--- src/rtl/core2axi_lite_pipe.sv ---
// rtl/core2axi_lite_pipe.sv - pipelined core data port to AXI4-Lite master bridge
// Single issue slot feeds AW/W or AR; an order FIFO serialises B/R completions back to the core.
module core2axi_lite_pipe #(
  parameter int AXI_ADDR_WIDTH  = 32,
  parameter int AXI_DATA_WIDTH  = 32,
  parameter int MAX_OUTSTANDING = 4
) (
  input  logic                        clk_i,
  input  logic                        rst_i,
  input  logic                        data_req_i,
  output logic                        data_gnt_o,
  output logic                        data_rvalid_o,
  output logic                        data_err_o,
  input  logic [AXI_ADDR_WIDTH-1:0]   data_addr_i,
  input  logic                        data_we_i,
  input  logic [3:0]                  data_be_i,
  input  logic [31:0]                 data_wdata_i,
  output logic [31:0]                 data_rdata_o,
  output logic [AXI_ADDR_WIDTH-1:0]   aw_addr_o,
  output logic                        aw_valid_o,
  input  logic                        aw_ready_i,
  output logic [AXI_DATA_WIDTH-1:0]   w_data_o,
  output logic [AXI_DATA_WIDTH/8-1:0] w_strb_o,
  output logic                        w_valid_o,
  input  logic                        w_ready_i,
  input  logic [1:0]                  b_resp_i,
  input  logic                        b_valid_i,
  output logic                        b_ready_o,
  output logic [AXI_ADDR_WIDTH-1:0]   ar_addr_o,
  output logic                        ar_valid_o,
  input  logic                        ar_ready_i,
  input  logic [AXI_DATA_WIDTH-1:0]   r_data_i,
  input  logic [1:0]                  r_resp_i,
  input  logic                        r_valid_i,
  output logic                        r_ready_o
);

  localparam int CNT_W = $clog2(MAX_OUTSTANDING + 1);
  localparam int PTR_W = (MAX_OUTSTANDING > 1) ? $clog2(MAX_OUTSTANDING) : 1;
  localparam logic [CNT_W-1:0] MAX_CNT  = CNT_W'(MAX_OUTSTANDING);
  localparam logic [PTR_W-1:0] LAST_PTR = PTR_W'(MAX_OUTSTANDING - 1);
  localparam bit IS64 = (AXI_DATA_WIDTH == 64);

  logic [AXI_ADDR_WIDTH-1:0] addr_q, addr_d;
  logic [3:0]                be_q, be_d;
  logic [31:0]               wdata_q, wdata_d;
  logic                      aw_pend_q, aw_pend_d;
  logic                      w_pend_q, w_pend_d;
  logic                      ar_pend_q, ar_pend_d;

  logic                      fifo_we_q [MAX_OUTSTANDING];
  logic                      fifo_a2_q [MAX_OUTSTANDING];
  logic [PTR_W-1:0]          wr_ptr_q, wr_ptr_d;
  logic [PTR_W-1:0]          rd_ptr_q, rd_ptr_d;
  logic [CNT_W-1:0]          cnt_q, cnt_d;

  logic                      rvalid_q, rvalid_d;
  logic                      err_q, err_d;
  logic [31:0]               rdata_q, rdata_d;

  logic        slot_empty, gnt, fifo_empty, head_we, head_a2;
  logic        b_hs, r_hs, pop;
  logic [1:0]  pop_resp;
  logic [63:0] r_ext;
  logic [31:0] rd_lane;

  assign slot_empty = !(aw_pend_q || w_pend_q || ar_pend_q);
  assign gnt        = data_req_i && !rst_i && slot_empty && (cnt_q < MAX_CNT);
  assign fifo_empty = (cnt_q == '0);
  assign head_we    = fifo_we_q[rd_ptr_q];
  assign head_a2    = fifo_a2_q[rd_ptr_q];

  assign b_ready_o = !fifo_empty && head_we;
  assign r_ready_o = !fifo_empty && !head_we;
  assign b_hs      = b_valid_i && b_ready_o;
  assign r_hs      = r_valid_i && r_ready_o;
  assign pop       = b_hs || r_hs;
  assign pop_resp  = head_we ? b_resp_i : r_resp_i;

  assign r_ext   = 64'(r_data_i);
  assign rd_lane = (IS64 && head_a2) ? r_ext[63:32] : r_ext[31:0];

  assign data_gnt_o    = gnt;
  assign data_rvalid_o = rvalid_q;
  assign data_err_o    = err_q;
  assign data_rdata_o  = rdata_q;
  assign aw_addr_o     = addr_q;
  assign ar_addr_o     = addr_q;
  assign aw_valid_o    = aw_pend_q;
  assign w_valid_o     = w_pend_q;
  assign ar_valid_o    = ar_pend_q;

  generate
    if (AXI_DATA_WIDTH == 64) begin : g_w64
      assign w_data_o = {wdata_q, wdata_q};
      assign w_strb_o = addr_q[2] ? {be_q, 4'b0000} : {4'b0000, be_q};
    end else begin : g_w32
      assign w_data_o = wdata_q;
      assign w_strb_o = be_q;
    end
  endgenerate

  // Slot frees only from registered pendings, so a grant can never overlap an open AW/W/AR.
  always_comb begin
    addr_d    = addr_q;
    be_d      = be_q;
    wdata_d   = wdata_q;
    aw_pend_d = aw_pend_q && !aw_ready_i;
    w_pend_d  = w_pend_q && !w_ready_i;
    ar_pend_d = ar_pend_q && !ar_ready_i;
    if (gnt) begin
      addr_d    = data_addr_i;
      be_d      = data_be_i;
      wdata_d   = data_wdata_i;
      aw_pend_d = data_we_i;
      w_pend_d  = data_we_i;
      ar_pend_d = !data_we_i;
    end
  end

  always_comb begin
    wr_ptr_d = wr_ptr_q;
    rd_ptr_d = rd_ptr_q;
    cnt_d    = cnt_q;
    if (gnt) begin
      wr_ptr_d = (wr_ptr_q == LAST_PTR) ? '0 : wr_ptr_q + 1'b1;
    end
    if (pop) begin
      rd_ptr_d = (rd_ptr_q == LAST_PTR) ? '0 : rd_ptr_q + 1'b1;
    end
    case ({gnt, pop})
      2'b10:   cnt_d = cnt_q + 1'b1;
      2'b01:   cnt_d = cnt_q - 1'b1;
      default: cnt_d = cnt_q;
    endcase
  end

  always_comb begin
    rvalid_d = pop;
    err_d    = pop && (pop_resp != 2'b00);
    rdata_d  = rdata_q;
    if (r_hs) begin
      rdata_d = rd_lane;
    end
  end

  always_ff @(posedge clk_i) begin
    if (rst_i) begin
      addr_q    <= '0;
      be_q      <= '0;
      wdata_q   <= '0;
      aw_pend_q <= 1'b0;
      w_pend_q  <= 1'b0;
      ar_pend_q <= 1'b0;
      wr_ptr_q  <= '0;
      rd_ptr_q  <= '0;
      cnt_q     <= '0;
      rvalid_q  <= 1'b0;
      err_q     <= 1'b0;
      rdata_q   <= '0;
    end else begin
      addr_q    <= addr_d;
      be_q      <= be_d;
      wdata_q   <= wdata_d;
      aw_pend_q <= aw_pend_d;
      w_pend_q  <= w_pend_d;
      ar_pend_q <= ar_pend_d;
      wr_ptr_q  <= wr_ptr_d;
      rd_ptr_q  <= rd_ptr_d;
      cnt_q     <= cnt_d;
      rvalid_q  <= rvalid_d;
      err_q     <= err_d;
      rdata_q   <= rdata_d;
    end
  end

  // Entry contents need no reset: they are only read while the counter says valid.
  always_ff @(posedge clk_i) begin
    if (gnt) begin
      fifo_we_q[wr_ptr_q] <= data_we_i;
      fifo_a2_q[wr_ptr_q] <= data_addr_i[2];
    end
  end

endmodule
--- config.mk ---
export PLATFORM = sky130hd
export DESIGN_NAME = core2axi_lite_pipe
export DESIGN_NICKNAME = d
export VERILOG_FILES = /design/src/rtl/core2axi_lite_pipe.sv
export SDC_FILE = /design/constraint.sdc
export NUM_CORES = 1
export LEC_CHECK = 0
export ABC_AREA = 1
export CORE_MARGIN = 4
export CORE_UTILIZATION = 30
export CTS_BUF_LIST = sky130_fd_sc_hd__clkbuf_4 sky130_fd_sc_hd__clkbuf_8
export CTS_CLUSTER_DIAMETER = 100
export DETAILED_ROUTE_END_ITERATION = 7
export GPL_TIMING_DRIVEN = 1
export PLACE_DENSITY = 0.66
export SYNTH_ARGS = -nofsm -noshare
export SYNTH_HDL_FRONTEND = slang
export SYNTH_SLANG_ARGS = --single-unit
--- constraint.sdc ---
create_clock -name clk_i -period 4.2 [get_ports clk_i]
set_input_delay 1.05 -clock clk_i [delete_from_list [all_inputs] [get_ports clk_i]]
set_output_delay 1.05 -clock clk_i [all_outputs]
set_load 0.02 [all_outputs]
# Yosys cells after proc, flatten, opt, wreduce, memory -nomap -nowiden
# Memory sizes are Yosys's and may differ from the RTL's. A register that Yosys moved wholly into a read port is not among the register bits.
# Index checks and enable logic that the tools add are counted.
# Widths: inputs -> output; s select.
[op_classes]
reduce_logical = 25
addsub = 4
eq_ne = 4
mux = 11
order_cmp = 1
[op_table]
columns = ["op", "count"]
rows = [
  ["$logic_and 1x1->1", 11],
  ["$mux 2", 5],
  ["$logic_not 1->1", 8],
  ["$eq 2x2->1 const B", 3],
  ["$pmux 3 s2", 1],
  ["$mux 1", 5],
  ["$add 2x1->2 const B", 2],
  ["$reduce_bool 2->1", 2],
  ["$add 3x1->3 const B", 1],
  ["$logic_not 3->1", 1],
  ["$logic_or 1x1->1", 3],
  ["$lt 3x3->1 const B", 1],
  ["$sub 3x1->3 const B", 1],
  ["$eq 2x1->1 const B", 1],
]
[word_totals]
register_bits = 112
ram_bits = 4
input_bits = 113
out_inout_bits = 140
n_memories = 1
elab_cells = 58
[memory_table]
columns = ["name", "depth", "width", "rd", "rd_ports_with_merged_regs", "wr", "line", "text"]
rows = [
  ["fifo_we_q", 4, 1, 1, 1, 1, "51", "logic fifo_we_q [MAX_OUTSTANDING];"],
]

# Depth between registers and ports, before layout
[logic_depth]
ltp_word = 7
depth_mapped = 13
depth_no_buf = 13

# Least setup slack after synthesis
# No wires, ideal clock.
[synth_timing]
kind = "input port to output port"
from = "input rst_i"
to = "output data_gnt_o"
n_path_buf = 2
stages = 5
arrival_ps = 1730
path_slack_ps = 1420
required_ps = 3150
path_cell_list = "buf_4 nor3_4 nand2_4 inv_4 buf_6"
[synth_via]
elab_chain_len = 4
[synth_lines]
columns = ["item", "line", "text"]
rows = [
  ["start, declared", "9", "input logic rst_i,"],
  ["$logic_not 1->1", "68", "assign gnt = data_req_i && !rst_i && slot_empty && (cnt_q < MAX_CNT);"],
  ["$logic_and 1x1->1 (3 in series)", "68", ""],
  ["end, declared", "11", "output logic data_gnt_o,"],
]
# No other way between the ends.

# Final worst setup path
[layout_timing]
from = "input data_req_i"
to = "output data_gnt_o"
[layout_via]
elab_chain_len = 3
[layout_lines]
columns = ["item", "line", "text"]
rows = [
  ["start, declared", "10", "input logic data_req_i,"],
  ["$logic_and 1x1->1 (3 in series)", "68", ""],
]
# No other way between the ends.

==> results_dict.tcl <==
set metrics [dict create \
    rsz0062_at_grt "false" \
    vdd_drop_max_mv 0.2268 \
    timing_hold_violations_final 0 \
    buffer_ports.inserted 252 \
    initial_utilization 0.3064 \
    clock_sink_count 118 \
    internal_power_component_mw 2.417 \
    share_of_post_route_cells_with_drive_strength_above_1 0.06709 \
    numCtsBuffers 17 \
    end_kind "output port" \
    routabilityCongestion 0.7466 \
    drtPass1Iterations 4 \
    setup_cp_type "in2out" \
    grt_pass1_vias 4260 \
    min_period_ps 3594 \
    switching_share 0.3305 \
    register_to_register_setup_slack_ps 1690 \
    worstSkewPairLatency_ps 430 \
    crit_fanout 2 \
    finalClockSkew_ps 10.29 \
    postCtsSetupBuffers 0 \
    netlist.area_leader.share 0.4882 \
    detailedRoute.firstIterationViolations 134 \
    die_h_um 132.8 \
    cts_root_buffer "sky130_fd_sc_hd__clkbuf_8" \
    detailed_place_hpwl_um 9659 \
    crit_slowest_cell "sky130_fd_sc_hd__clkdlybuf4s50_1" \
    outcome "complete, no violations" \
    endpoint_of_the_worst_slack_reg_to_reg_timing_path "cnt_q[2]" \
    top_family_by_delay_on_critical_path "buffers and inverters" \
    avgSynthCellArea_um2 8.215 \
    grt_start_max_net_pins 78 \
    synth_seq_cells 118 \
    clockBufferDepth 2 \
    rr_worst_depth 12 \
    finalCritPeriodShare 0.8558 \
    die-area_mm2 0.01764 \
    ys_top_cells_by_area "sky130_fd_sc_hd__dfxtp_1, sky130_fd_sc_hd__nand2_1, sky130_fd_sc_hd__a21oi_1, sky130_fd_sc_hd__buf_4, sky130_fd_sc_hd__nand3_1" \
    buf_inv_stages_crit_path 3 \
    share_comb_of_total_power 0.330 \
    worstHoldStart "data_rdata_o[22]" \
    antenna-diode-count 0 \
    routed_wl_um 13910 \
    static-leakage-power_nw 2.643 \
    synthFlopType "sky130_fd_sc_hd__dfxtp_1" \
    worst_endpoint_data_arrival_time_ps 2540 \
    die_w_um 132.8 \
    worst_hold_path.endpoint "data_rdata_o[22]" \
    post_cts_hold_buffers 0 \
    max_clock_freq_mhz 278.2 \
    detailedPlace.worstSlack_ps 494.0 \
    timing.slew.headroom 0.4710 \
    postLayoutCellArea_mm2 0.007433 \
    grt_util_all_layers 0.1537 \
    synthDistinctLibCells 29 \
    routed-via-count 4348 \
    synth_sequential_area_ratio 0.5139 \
    setup_viol 0 \
    yosysTopAreaCell "sky130_fd_sc_hd__dfxtp_1" \
    report.final.slew_viol_count 0 \
    async_set_or_reset_register_ratio_after_synthesis 0 \
    power.switching_mw 1.193 \
    antenna_found_initial 0 \
    maxCapViolCount 0 \
    remaining_design_rule_violation_count 0 \
    final.hold.worst_slack_ps 462.3 \
    fp.coreArea_mm2 0.01526 \
    syn_area_mm2 0.004674 \
    postCtsResizedCells 0 \
    antenna_violating_nets_post_route 0 \
    area_post_placement_mm2 0.007033 \
    reg2reg_from "ar_valid_o" \
    io_pins 253 \
    synth-edff-count 4 \
    wire_per_inst_um 13.89 \
    crit_chain "clkdlybuf4s50_1 -> nand2_1 -> nor3_4 -> nand2_4 -> inv_4 -> clkdlybuf4s50_1" \
    area_growth_synth_to_finish_pct 59.02 \
    clkTransAtPathRegs_ps 60 \
    yosysMostFrequentCell "sky130_fd_sc_hd__nand2_1" \
    seq_power_share 0.377 \
    setup_tns_ps 0 \
    clkPwrFrac 0.293 \
    holdPathStages 2 \
    syn-num-nets 689 \
    fin_nets 898 \
    fp-row-count 45 \
    worst_slew_pin_slew_ps 793.5 \
    detail_route.vias_per_cell 4.344 \
    max_stage_delay_ps 640 \
    grt_pass1_wl_um 21850 \
    cp.required_ps 3150 \
    timing.final.ws_setup_ps 605.7 \
    crit_path_frequent_cell "sky130_fd_sc_hd__clkdlybuf4s50_1" \
    start_kind "primary input" \
    synth.top_cells.by_count "sky130_fd_sc_hd__nand2_1, sky130_fd_sc_hd__dfxtp_1, sky130_fd_sc_hd__a21oi_1" \
    cts.htree.levels 4 \
    power-per-cell-area_mw_per_mm2 485.7 \
    grt-ovfl-total 0 \
    synth.yosys.warnings 0 \
    tritoncts "done" \
    hold_class "reg2reg" \
    syn-instance-count 569 \
]
## flip-flops by register name, indices dropped and copies added, names as in the netlist, named ones only
| signal | count |
|---|---|
| wr_ptr_q | 2 |
| aw_valid_o | 1 |
| data_err_o | 1 |
| data_rvalid_o | 1 |
| cnt_q | 3 |
| rd_ptr_q | 2 |
| w_data_o | 32 |
| ar_valid_o | 1 |
| data_rdata_o | 32 |
| ar_addr_o | 32 |
| w_strb_o | 4 |
| fifo_we_q | 4 |
| w_valid_o | 1 |
## cells by family after synthesis
family | share of synthesized area
DFF | 0.5139
adders and majority gates | 0.02034
and+or+nand+nor | 0.2184
buffers and inverters | 0.1178
xor gates and xnor gates | 0.001874
AOI/OAI and AO/OA | 0.1277
## layer usage
layer / routed length, µm / global-route usage / vias up
met1: 5950 / 0.1809 / 1925
met2: 6141 / 0.2398 / 183
met5: 0 / 0 / -
met4: 264 / 0.06005 / 0
met3: 1549 / 0.07643 / 19
li1: - / - / 2221
## worst max path at each step
stage | end | cells past startpoint | start | slack (ps)
6_report | data_gnt_o | 6 | data_req_i | 610
5_1_grt | data_gnt_o | 6 | data_req_i | 540
4_1_cts | data_gnt_o | 6 | data_req_i | 560
3_5_place_dp | cnt_q[2] | 12 | data_req_i | 490
3_3_place_gp | cnt_q[2] | 12 | data_req_i | 530
2_1_floorplan | data_gnt_o | 5 | rst_i | 1420
## power by group through the flow
stage	sequential, mW	combinational (mW)	clock, mW
final	1.36	1.19	1.06
after detailed placement	1.38	1.21	0
after floorplan	1.52	0.610	0
after global routing	1.38	1.30	1.14
after CTS	1.36	1.21	1.10
after global placement	1.38	1.20	0
## layout by cell type, fill, tap and decap left out, drive strengths merged, types with 4 or more instances in the layout
| cell type | n |
|---|---|
| o21ai | 7 |
| buf | 8 |
| edfxtp | 4 |
| nor2 | 15 |
| nand2 | 183 |
| clkinv | 5 |
| nand3 | 36 |
| inv | 18 |
| clkdlybuf4s50 | 251 |
| a21oi | 110 |
| ha | 6 |
| dfxtp | 114 |
| clkbuf | 21 |
## worst reg2reg max path: stages, from the launching register on
cell,delay [ps]
sky130_fd_sc_hd__dfxtp_1,330
sky130_fd_sc_hd__inv_1,50
sky130_fd_sc_hd__nand2_1,120
sky130_fd_sc_hd__nor3_4,60
sky130_fd_sc_hd__nand2_4,70
sky130_fd_sc_hd__buf_4,570
sky130_fd_sc_hd__ha_1,270
sky130_fd_sc_hd__inv_1,70
sky130_fd_sc_hd__fa_1,380
sky130_fd_sc_hd__a21oi_1,140
sky130_fd_sc_hd__o21ai_0,100
sky130_fd_sc_hd__xor2_1,150
sky130_fd_sc_hd__nor2_1,50
## layout make-up
type                    count  area [µm²]
clock buffers              21       270.3
clock inverters            10       130.1
fillers                  1505        7825
inverters                  18       72.57
multi-input cells         364        1722
flip-flops and latches    118        2402
well taps                 211       264.0
repair buffers            259        2572
## metrics by stage
step                      total power, mW  instances    util
final                               3.610       1001  0.4872
after global routing                3.824       1001  0.4872
after CTS                           3.673       1001  0.4872
after detailed placement            2.594        970  0.4609
after global placement              2.586        970  0.4609
after floorplan                     2.131        569       -
Power figures use the tool's default switching activity.
